$ cat config.mk
export PLATFORM = sky130hd
export DESIGN_NAME = hazard_ctrl
export DESIGN_NICKNAME = d
export VERILOG_FILES = /design/src/rtl/hazard_pkg.sv /design/src/rtl/hazard_perf_cnt.sv /design/src/rtl/hazard_ctrl.sv
export SDC_FILE = /design/constraint.sdc
export NUM_CORES = 1
export LEC_CHECK = 0
export CAP_MARGIN = 20
export CORE_MARGIN = 2
export CORE_UTILIZATION = 30
export CTS_CLUSTER_DIAMETER = 200
export DETAILED_ROUTE_END_ITERATION = 12
export SYNTH_ARGS = -nofsm -noshare
export SYNTH_HDL_FRONTEND = slang
export SYNTH_SLANG_ARGS = --single-unit
$ cat constraint.sdc
create_clock -name clk -period 4.6 [get_ports clk]
set_clock_uncertainty 0.15 [all_clocks]
set_input_delay 0.92 -clock clk [delete_from_list [all_inputs] [get_ports clk]]
set_output_delay 0.92 -clock clk [all_outputs]
set_load 0.02 [all_outputs]
$ cat src/rtl/hazard_pkg.sv
// Shared types for the pipeline hazard controller:
// FSM state encoding and register-index width.
package hazard_pkg;

   localparam int REG_W = 5;

   typedef enum logic [1:0] {
      ST_RUN   = 2'd0,
      ST_MISS  = 2'd1,
      ST_DRAIN = 2'd2
   } hz_state_e;

endpackage

$ cat src/rtl/hazard_perf_cnt.sv
// Hazard performance counters: stall, mispredict, load-use, miss.
// Ports: clk, rst_n, clr, four inc_* strobes, four CNT_W-wide counts.
module hazard_perf_cnt #(
   parameter int CNT_W = 32
) (
   input  logic             clk,
   input  logic             rst_n,
   input  logic             clr,
   input  logic             inc_stall,
   input  logic             inc_mispred,
   input  logic             inc_loaduse,
   input  logic             inc_miss,
   output logic [CNT_W-1:0] stall_cnt,
   output logic [CNT_W-1:0] mispred_cnt,
   output logic [CNT_W-1:0] loaduse_cnt,
   output logic [CNT_W-1:0] miss_cnt
);

   localparam int PAD = CNT_W - 1;

   always_ff @(posedge clk or negedge rst_n) begin
      if (!rst_n) begin
         stall_cnt   <= '0;
         mispred_cnt <= '0;
         loaduse_cnt <= '0;
         miss_cnt    <= '0;
      end else if (clr) begin
         stall_cnt   <= '0;
         mispred_cnt <= '0;
         loaduse_cnt <= '0;
         miss_cnt    <= '0;
      end else begin
         stall_cnt   <= stall_cnt   + {{PAD{1'b0}}, inc_stall};
         mispred_cnt <= mispred_cnt + {{PAD{1'b0}}, inc_mispred};
         loaduse_cnt <= loaduse_cnt + {{PAD{1'b0}}, inc_loaduse};
         miss_cnt    <= miss_cnt    + {{PAD{1'b0}}, inc_miss};
      end
   end

endmodule

$ cat src/rtl/hazard_ctrl.sv
// Five-stage pipeline hazard controller: D-cache miss stall FSM,
// redirect/mispredict flushes, load-use interlock, perf counters.
// Ports: hazard inputs from EX/ID/MEM, bubble*/flush* per segment
// register (F = PC), redirect select, four performance counters.
module hazard_ctrl
   import hazard_pkg::*;
#(
   parameter int CNT_W = 32
) (
   input  logic             clk,
   input  logic             rst_n,
   input  logic             miss_req,
   input  logic             miss_ack,
   input  logic             br_EX,
   input  logic             taken_EX,
   input  logic             jalr_EX,
   input  logic             jal_ID,
   input  logic             load_EX,
   input  logic [REG_W-1:0] rd_EX,
   input  logic [REG_W-1:0] rs1_ID,
   input  logic [REG_W-1:0] rs2_ID,
   input  logic             rs1_use_ID,
   input  logic             rs2_use_ID,
   input  logic             cnt_clr,
   output logic             bubbleF,
   output logic             bubbleD,
   output logic             bubbleE,
   output logic             bubbleM,
   output logic             bubbleW,
   output logic             flushF,
   output logic             flushD,
   output logic             flushE,
   output logic             flushM,
   output logic             flushW,
   output logic             redirect,
   output logic [CNT_W-1:0] stall_cnt,
   output logic [CNT_W-1:0] mispred_cnt,
   output logic [CNT_W-1:0] loaduse_cnt,
   output logic [CNT_W-1:0] miss_cnt
);

   hz_state_e state;
   logic      pend_redir;

   logic redir_req;
   logic lu_hit;
   logic st_run;
   logic st_drain;
   logic in_miss;
   logic do_redir;
   logic do_lu;
   logic do_jal;
   logic pend_nxt;

   assign redir_req = (br_EX ^ taken_EX) | jalr_EX;

   assign lu_hit = load_EX & (rd_EX != '0) &
                   ((rs1_use_ID & (rs1_ID == rd_EX)) |
                    (rs2_use_ID & (rs2_ID == rd_EX)));

   assign st_run   = (state == ST_RUN);
   assign st_drain = (state == ST_DRAIN);

   // The miss freezes everything from its request cycle on,
   // so a miss in RUN outranks every other hazard.
   assign in_miss  = (state == ST_MISS) | (st_run & miss_req);
   assign do_redir = ~in_miss & (redir_req | st_drain);
   assign do_lu    = ~in_miss & ~do_redir & lu_hit;
   assign do_jal   = ~in_miss & ~do_redir & ~lu_hit & jal_ID;

   // EX is frozen while waiting, so any redirect seen during the
   // miss (including the ack cycle) is the one to replay.
   assign pend_nxt = pend_redir | redir_req;

   always_comb begin
      bubbleF  = 1'b0;
      bubbleD  = 1'b0;
      bubbleE  = 1'b0;
      bubbleM  = 1'b0;
      bubbleW  = 1'b0;
      flushF   = 1'b0;
      flushD   = 1'b0;
      flushE   = 1'b0;
      flushM   = 1'b0;
      flushW   = 1'b0;
      redirect = 1'b0;
      if (!rst_n) begin
         flushF = 1'b1;
         flushD = 1'b1;
         flushE = 1'b1;
         flushM = 1'b1;
         flushW = 1'b1;
      end else begin
         unique case (1'b1)
            in_miss: begin
               bubbleF = 1'b1;
               bubbleD = 1'b1;
               bubbleE = 1'b1;
               bubbleM = 1'b1;
               flushW  = 1'b1;
            end
            do_redir: begin
               flushD   = 1'b1;
               flushE   = 1'b1;
               redirect = 1'b1;
            end
            do_lu: begin
               bubbleF = 1'b1;
               bubbleD = 1'b1;
               flushE  = 1'b1;
            end
            do_jal: begin
               flushD   = 1'b1;
               redirect = 1'b1;
            end
            default: ;
         endcase
      end
   end

   always_ff @(posedge clk or negedge rst_n) begin
      if (!rst_n) begin
         state      <= ST_RUN;
         pend_redir <= 1'b0;
      end else begin
         unique case (state)
            ST_RUN: begin
               if (miss_req) begin
                  state      <= ST_MISS;
                  pend_redir <= redir_req;
               end
            end
            ST_MISS: begin
               pend_redir <= pend_nxt;
               if (miss_ack)
                  state <= pend_nxt ? ST_DRAIN : ST_RUN;
            end
            ST_DRAIN: begin
               state      <= ST_RUN;
               pend_redir <= 1'b0;
            end
            default: begin
               state      <= ST_RUN;
               pend_redir <= 1'b0;
            end
         endcase
      end
   end

   hazard_perf_cnt #(
      .CNT_W(CNT_W)
   ) u_perf (
      .clk        (clk),
      .rst_n      (rst_n),
      .clr        (cnt_clr),
      .inc_stall  (state == ST_MISS),
      .inc_mispred(do_redir),
      .inc_loaduse(do_lu),
      .inc_miss   (st_run & miss_req),
      .stall_cnt  (stall_cnt),
      .mispred_cnt(mispred_cnt),
      .loaduse_cnt(loaduse_cnt),
      .miss_cnt   (miss_cnt)
   );

endmodule
=== Word-level counts from Yosys, hierarchy flattened ===
Cells that the tools add are included.

* Add/subtract/negate cells: 4
* Eq/ne operators: 6
* Multiplexer cells: 21
* Bitwise logic cells: 19
* Reductions and logical operators: 6

{| class="wikitable"
|+ Operators by type and width
! operator !! count
|-
| $add 32x1->32 || 4
|-
| $mux 32 || 4
|-
| $mux 1 || 12
|-
| $and 1x1->1 || 10
|-
| $eq 5x5->1 || 2
|-
| $mux 2 || 3
|-
| $reduce_or 2->1 || 3
|-
| $or 1x1->1 || 5
|-
| $reduce_bool 5->1 || 1
|-
| $ne 2x2->1 const B || 2
|-
| $pmux 2 s2 || 1
|-
| $not 1->1 || 3
|-
| $eq 2x1->1 const B || 1
|-
| $eq 2x2->1 const B || 1
|-
| $logic_not 2->1 || 1
|-
| $pmux 1 s2 || 1
|-
| $reduce_and 2->1 || 1
|-
| $xor 1x1->1 || 1
|}

* Register bits: 131
* Output and inout port bits: 139
* Logic and storage cells: 62

=== Depth between registers and ports, before layout ===
* Depth in word-level cells: 12
* Depth in mapped cells: 12
* Mapped depth without buffers: 10

=== Cells and area by module ===
From an unflattened synthesis, not the netlist that was laid out.

* Cells, all modules: 758
* Area, all modules: 7053.0 um^2

{| class="wikitable"
|+ By module, submodules not included
! module !! instances !! cells each !! area an instance (um^2) !! seq. area each (um^2)
|-
| hazard_perf_cnt || 1 || 698 || 6586.3 || 3203.1
|-
| hazard_ctrl || 1 || 60 || 466.7 || 75.1
|}

=== Worst setup path after synthesis ===
No wires, ideal clock.

* Kind: input -> output
* Start: input port rd_EX[1]
* End: output port redirect
* Data arrival time: 2477 ps
* Required time: 3530 ps
* Slack: 1053 ps
* Stages on the path: 4
* Path buffers: 0
* Cells stage by stage: or4_1 o21ai_0 nor3_1 a221oi_1

* Longest elaborated chain between the ends: 10

{| class="wikitable"
|+ Ends and longest elaborated chain
! item !! RTL line !! source
|-
| start: declaration || hazard_ctrl.sv:19 || <nowiki>input logic [REG_W-1:0] rd_EX,</nowiki>
|-
| $eq 5x5->1, on equally long branches || hazard_ctrl.sv:58, hazard_ctrl.sv:59 ||
|-
| $and 1x1->1, on equally long branches || hazard_ctrl.sv:58, hazard_ctrl.sv:59 ||
|-
| $or 1x1->1 || hazard_ctrl.sv:58 || <nowiki>((rs1_use_ID & (rs1_ID == rd_EX)) |</nowiki>
|-
| $and 1x1->1 * || hazard_ctrl.sv:57 || <nowiki>assign lu_hit = load_EX & (rd_EX != '0) &</nowiki>
|-
| $not 1->1 * || hazard_ctrl.sv:69 || <nowiki>assign do_jal = ~in_miss & ~do_redir & ~lu_hit & jal_ID;</nowiki>
|-
| $and 1x1->1 * (2 in a row) || hazard_ctrl.sv:69 ||
|-
| $reduce_or 2->1 (no source line) * || n/a ||
|-
| $mux 1 * || hazard_ctrl.sv:94 || <nowiki>unique case (1'b1)</nowiki>
|-
| $mux 1 * || hazard_ctrl.sv:87 || <nowiki>if (!rst_n) begin</nowiki>
|-
| end: declaration || hazard_ctrl.sv:35 || <nowiki>output logic redirect,</nowiki>
|}

Mark *: on every way between the ends. The rest lies on a longest branch, timed or not.

=== Worst setup path in the final report ===
* Start: input port miss_req
* End: output port flushE

* Longest elaborated chain between the ends: 10

{| class="wikitable"
|+ Ends and longest elaborated chain
! item !! RTL line !! source
|-
| start: declaration || hazard_ctrl.sv:12 || <nowiki>input logic miss_req,</nowiki>
|-
| $and 1x1->1 * || hazard_ctrl.sv:66 || <nowiki>assign in_miss = (state == ST_MISS) | (st_run & miss_req);</nowiki>
|-
| $or 1x1->1 * || hazard_ctrl.sv:66 ||
|-
| $not 1->1 * || hazard_ctrl.sv:67, hazard_ctrl.sv:68 ||
|-
| $and 1x1->1 || hazard_ctrl.sv:67 || <nowiki>assign do_redir = ~in_miss & (redir_req | st_drain);</nowiki>
|-
| $not 1->1 || hazard_ctrl.sv:68 || <nowiki>assign do_lu = ~in_miss & ~do_redir & lu_hit;</nowiki>
|-
| $and 1x1->1 (2 in a row) || hazard_ctrl.sv:68 ||
|-
| $reduce_or 2->1 (no source line) * || n/a ||
|-
| $mux 1 * || hazard_ctrl.sv:94 ||
|-
| $mux 1 * || hazard_ctrl.sv:87 ||
|-
| end: declaration || hazard_ctrl.sv:32 || <nowiki>output logic flushE,</nowiki>
|}

Marks and branches as above.

==> implementation parameters <==
Parameter                              Value

Flow run
  Count of max-cap constraint violations ... 0

Floorplanning
  Die Footprint ... about 25000 um^2
  Placeable Area ... 23300 um^2
  Die Span X ... between 150 and 200 um
  Initial Utilization ... 0.304
  Count of standard-cell rows ... 56
  DIE HEIGHT ... between 150 and 200 um
  Count of boundary I/O pins ... ~170

CTS
  Num Clock Sinks ... 131
  Root Buffer Master ... sky130_fd_sc_hd__clkbuf_16
  Number of gates given a new drive strength after cts ... 0
  CTS hold repair buffers ... 0
  Total setup buffers inserted after CTS ... 0
  Clock slew at reported path FFs ... ~0.060 ns
  Clock latency on the worst-skew pair ... about 0.42 ns
  Inserted Clock Buffers ... 17
  Maximum clock insertion buffer count ... 2
  Number of levels the H-tree was split into ... 4
  TritonCTS clock tree ... built

Synth
  Total number of yosys warnings ... 0
  Net Count, Synth ... about 800
  Mapped Area ... roughly 7000 um^2
  Share of flip-flops with an asynchronous set or reset ... 1.00
  Dominant cell type by area after synthesis ... sky130_fd_sc_hd__dfrtp_1
  EDFF count, synth ... 0
  Cell with the most instances after synthesis ... sky130_fd_sc_hd__dfrtp_1
  Synth top area cells ... sky130_fd_sc_hd__dfrtp_1, sky130_fd_sc_hd__or4_1, sky130_fd_sc_hd__o31ai_1
  Synthesized instance count ... 764
  Post-synthesis cell type count ... 38
  Top cell types by occurrence after synthesis ... sky130_fd_sc_hd__dfrtp_1, sky130_fd_sc_hd__a21oi_1, sky130_fd_sc_hd__nor2_1
  Fraction of post-synthesis cell area in the top cell type by area ... 0.463
  Post-synth top flop ... sky130_fd_sc_hd__dfrtp_1
  Number of storage elements in the synthesis netlist ... between 100 and 150
  Sequential share of the synthesized area ... 0.463
  Syn_area_per_cell ... between 9 and 10 um^2

Global routing
  Total congestion overflow ... 0
  Total routing resource utilization after global routing ... 0.155
  Largest net degree at the start of global routing ... roughly 90
  Vias in the first global route ... just over 6000
  Number of antenna violations at the first check in global routing ... 0
  Global-route wire length before repair ... roughly 31000 um

Timing
  Fmax ... between 0.2 and 0.25 GHz
  Final Max Slew Viols ... 0
  Final count of negative-setup-slack endpoints ... 0
  Portion of the clock cycle consumed by the worst path in the final layout ... 0.932
  Setup TNS ... 0 ns
  Crit path time final ... about 4.3 ns
  Final hold viol count ... 0
  Worst Max-Slew Pin Slew ... slightly below 1 ns
  Worst max-slew margin expressed relative to the limit ... 0.352
  Unrepaired setup endpoints after global routing ... false

Layout
  Fraction of layout instances using a drive strength above 1 ... 0.0596
  Relative area change from synthesis to final layout ... 37.2%
  Nets ... approximately 950
  Final cell utilization of the core ... 0.417
  ANT cells ... 0

Critical path
  Max FO, Critical Path ... 4
  Slowest cell on the critical path ... sky130_fd_sc_hd__clkdlybuf4s50_1
  Required time at the endpoint of the critical path ... 3.53 ns
  Cell type group with the largest total delay on the critical path ... buffers and inverters
  Worst path bufs/invs ... 2
  Type of element capturing the critical path ... output port
  Delay of the slowest cell on the worst path ... between 0.6 and 0.7 ns
  Series of cell instances along the critical path ... clkdlybuf4s50_1 -> nor3b_1 -> or4_1 -> o311ai_0 -> clkdlybuf4s50_1
  Crit path arrival time ... ~3.2 ns
  Critical path class ... primary input to output port
  Category of the worst setup path launch point ... primary input
  Most common cell type on the critical path ... sky130_fd_sc_hd__clkdlybuf4s50_1

Power
  Final Power ... about 3.1 mW
  Static leakage ... between 3 and 4 nW
  Ratio of total power to cell area ... ~320 nW/um^2
  Max rail drop VDD ... 0.162 mV

Route
  Wirelength per Cell ... between 15 and 20 um
  First-pass iteration count of the detailed router ... 4
  Routed WL ... around 19000 um
  Number of DRC markers after the initial detailed-route iteration ... approximately 320
  Post-route ant nets ... 0
  Avg Vias per Cell ... approximately 5.2
  Total vias in the final route ... approximately 6500
  DRC ... 0

Place
  Global placer's final weighted congestion ... 0.779
  HPWL reported at the end of detailed placement ... between 10000 and 15000 um
  Port bufs ... ~160

Status
  Result of the run ... finished clean

Hold path
  Worst min path class ... primary input to asynchronous set/reset pin
==> registers in the layout (all words and copies together) (netlist names) <==
signal              cells
pend_redir              1
state                   2
u_perf.loaduse_cnt     32
u_perf.mispred_cnt     32
u_perf.miss_cnt        32
u_perf.stall_cnt       32
==> metrics by stage <==
stage / setup WS (ns) / instance area (um^2) / cells / hold slack [ns]
finish: 0.314 / 9720 / 1242 / 0.166
global route: 0.249 / 9720 / 1242 / 0.152
global placement: 0.323 / 8990 / 1210 / 0.368
detailed placement: 0.337 / 8990 / 1210 / 0.381
CTS: 0.306 / 9700 / 1241 / 0.156
floorplan: 1.05 / 7080 / 764 / 0.335
==> where the power goes <==
group | internal, mW | leakage (nW) | switching [mW] | total (mW)
clock | 1.13 | 0.345 | 0.532 | 1.66
combinational | 0.121 | 1.47 | 0.160 | 0.281
sequential | 1.17 | 1.82 | 0.0227 | 1.20
==> path summary, 6_finish.rpt <==
path | from | end | slack, ns | cells past startpoint
worst max-delay path | miss_req | flushE | 0.31 | 5
worst min-delay path | rst_n | u_perf.miss_cnt[5] | 0.17 | 1
worst max register to register | state[1] | u_perf.loaduse_cnt[31] | 1.40 | 8
worst min register to register | state[1] | pend_redir | 0.38 | 1
max in group asynchronous | rst_n | u_perf.stall_cnt[27] | 2.96 | 2
min in group clk | state[1] | pend_redir | 0.38 | 1
==> routing by layer <==
metal | GRT usage | routed length (um) | vias to the layer above
li1 | - | - | 3127
met5 | 0 | 0 | -
met4 | 0.0446 | 178 | 0
met1 | 0.208 | 8750 | 3189
met2 | 0.245 | 8690 | 153
met3 | 0.0433 | 1110 | 14
==> final cells by class <==
class	instances	area, um^2
clock buffers	18	429
clock inverters	13	280
fillers	2295	13600
inverters	21	78.8
multi-input cells	567	3540
flip-flops and latches	131	3280
well taps	319	399
repair buffers	173	1720
==> placed cells by master (no fill, tap or decap), drive strengths merged, types with 11 or more instances in the layout <==
| cell type | n |
|---|---|
| a21oi | 67 |
| nor4 | 15 |
| o31ai | 45 |
| o21ai | 22 |
| clkdlybuf4s50 | 162 |
| nor2b | 20 |
| nand4 | 37 |
| inv | 22 |
| buf | 11 |
| mux2 | 13 |
| xnor2 | 27 |
| and4 | 17 |
| xor2 | 27 |
| nand3 | 39 |
| nor2 | 61 |
| or3 | 23 |
| nand2 | 52 |
| or4 | 53 |
| nor3 | 13 |
| clkbuf | 18 |
| dfrtp | 131 |
==> cell families (layout without fill, tap and decap cells) <==
| kind of cell | count (synthesis) | count (layout) | share of synthesized area |
|---|---|---|---|
| adders and majority gates | 8 | 8 | 0.0141 |
| xor gates and xnor gates | 54 | 54 | 0.0668 |
| DFF | 131 | 131 | 0.463 |
| and+or+nand+nor | 346 | 346 | 0.274 |
| muxes | 13 | 13 | 0.0207 |
| buffers and inverters | 66 | 225 | 0.0378 |
| other | 1 | 1 | 0.000529 |
| AOI/OAI and AO/OA | 145 | 145 | 0.123 |
Power figures use the tool's default switching activity.
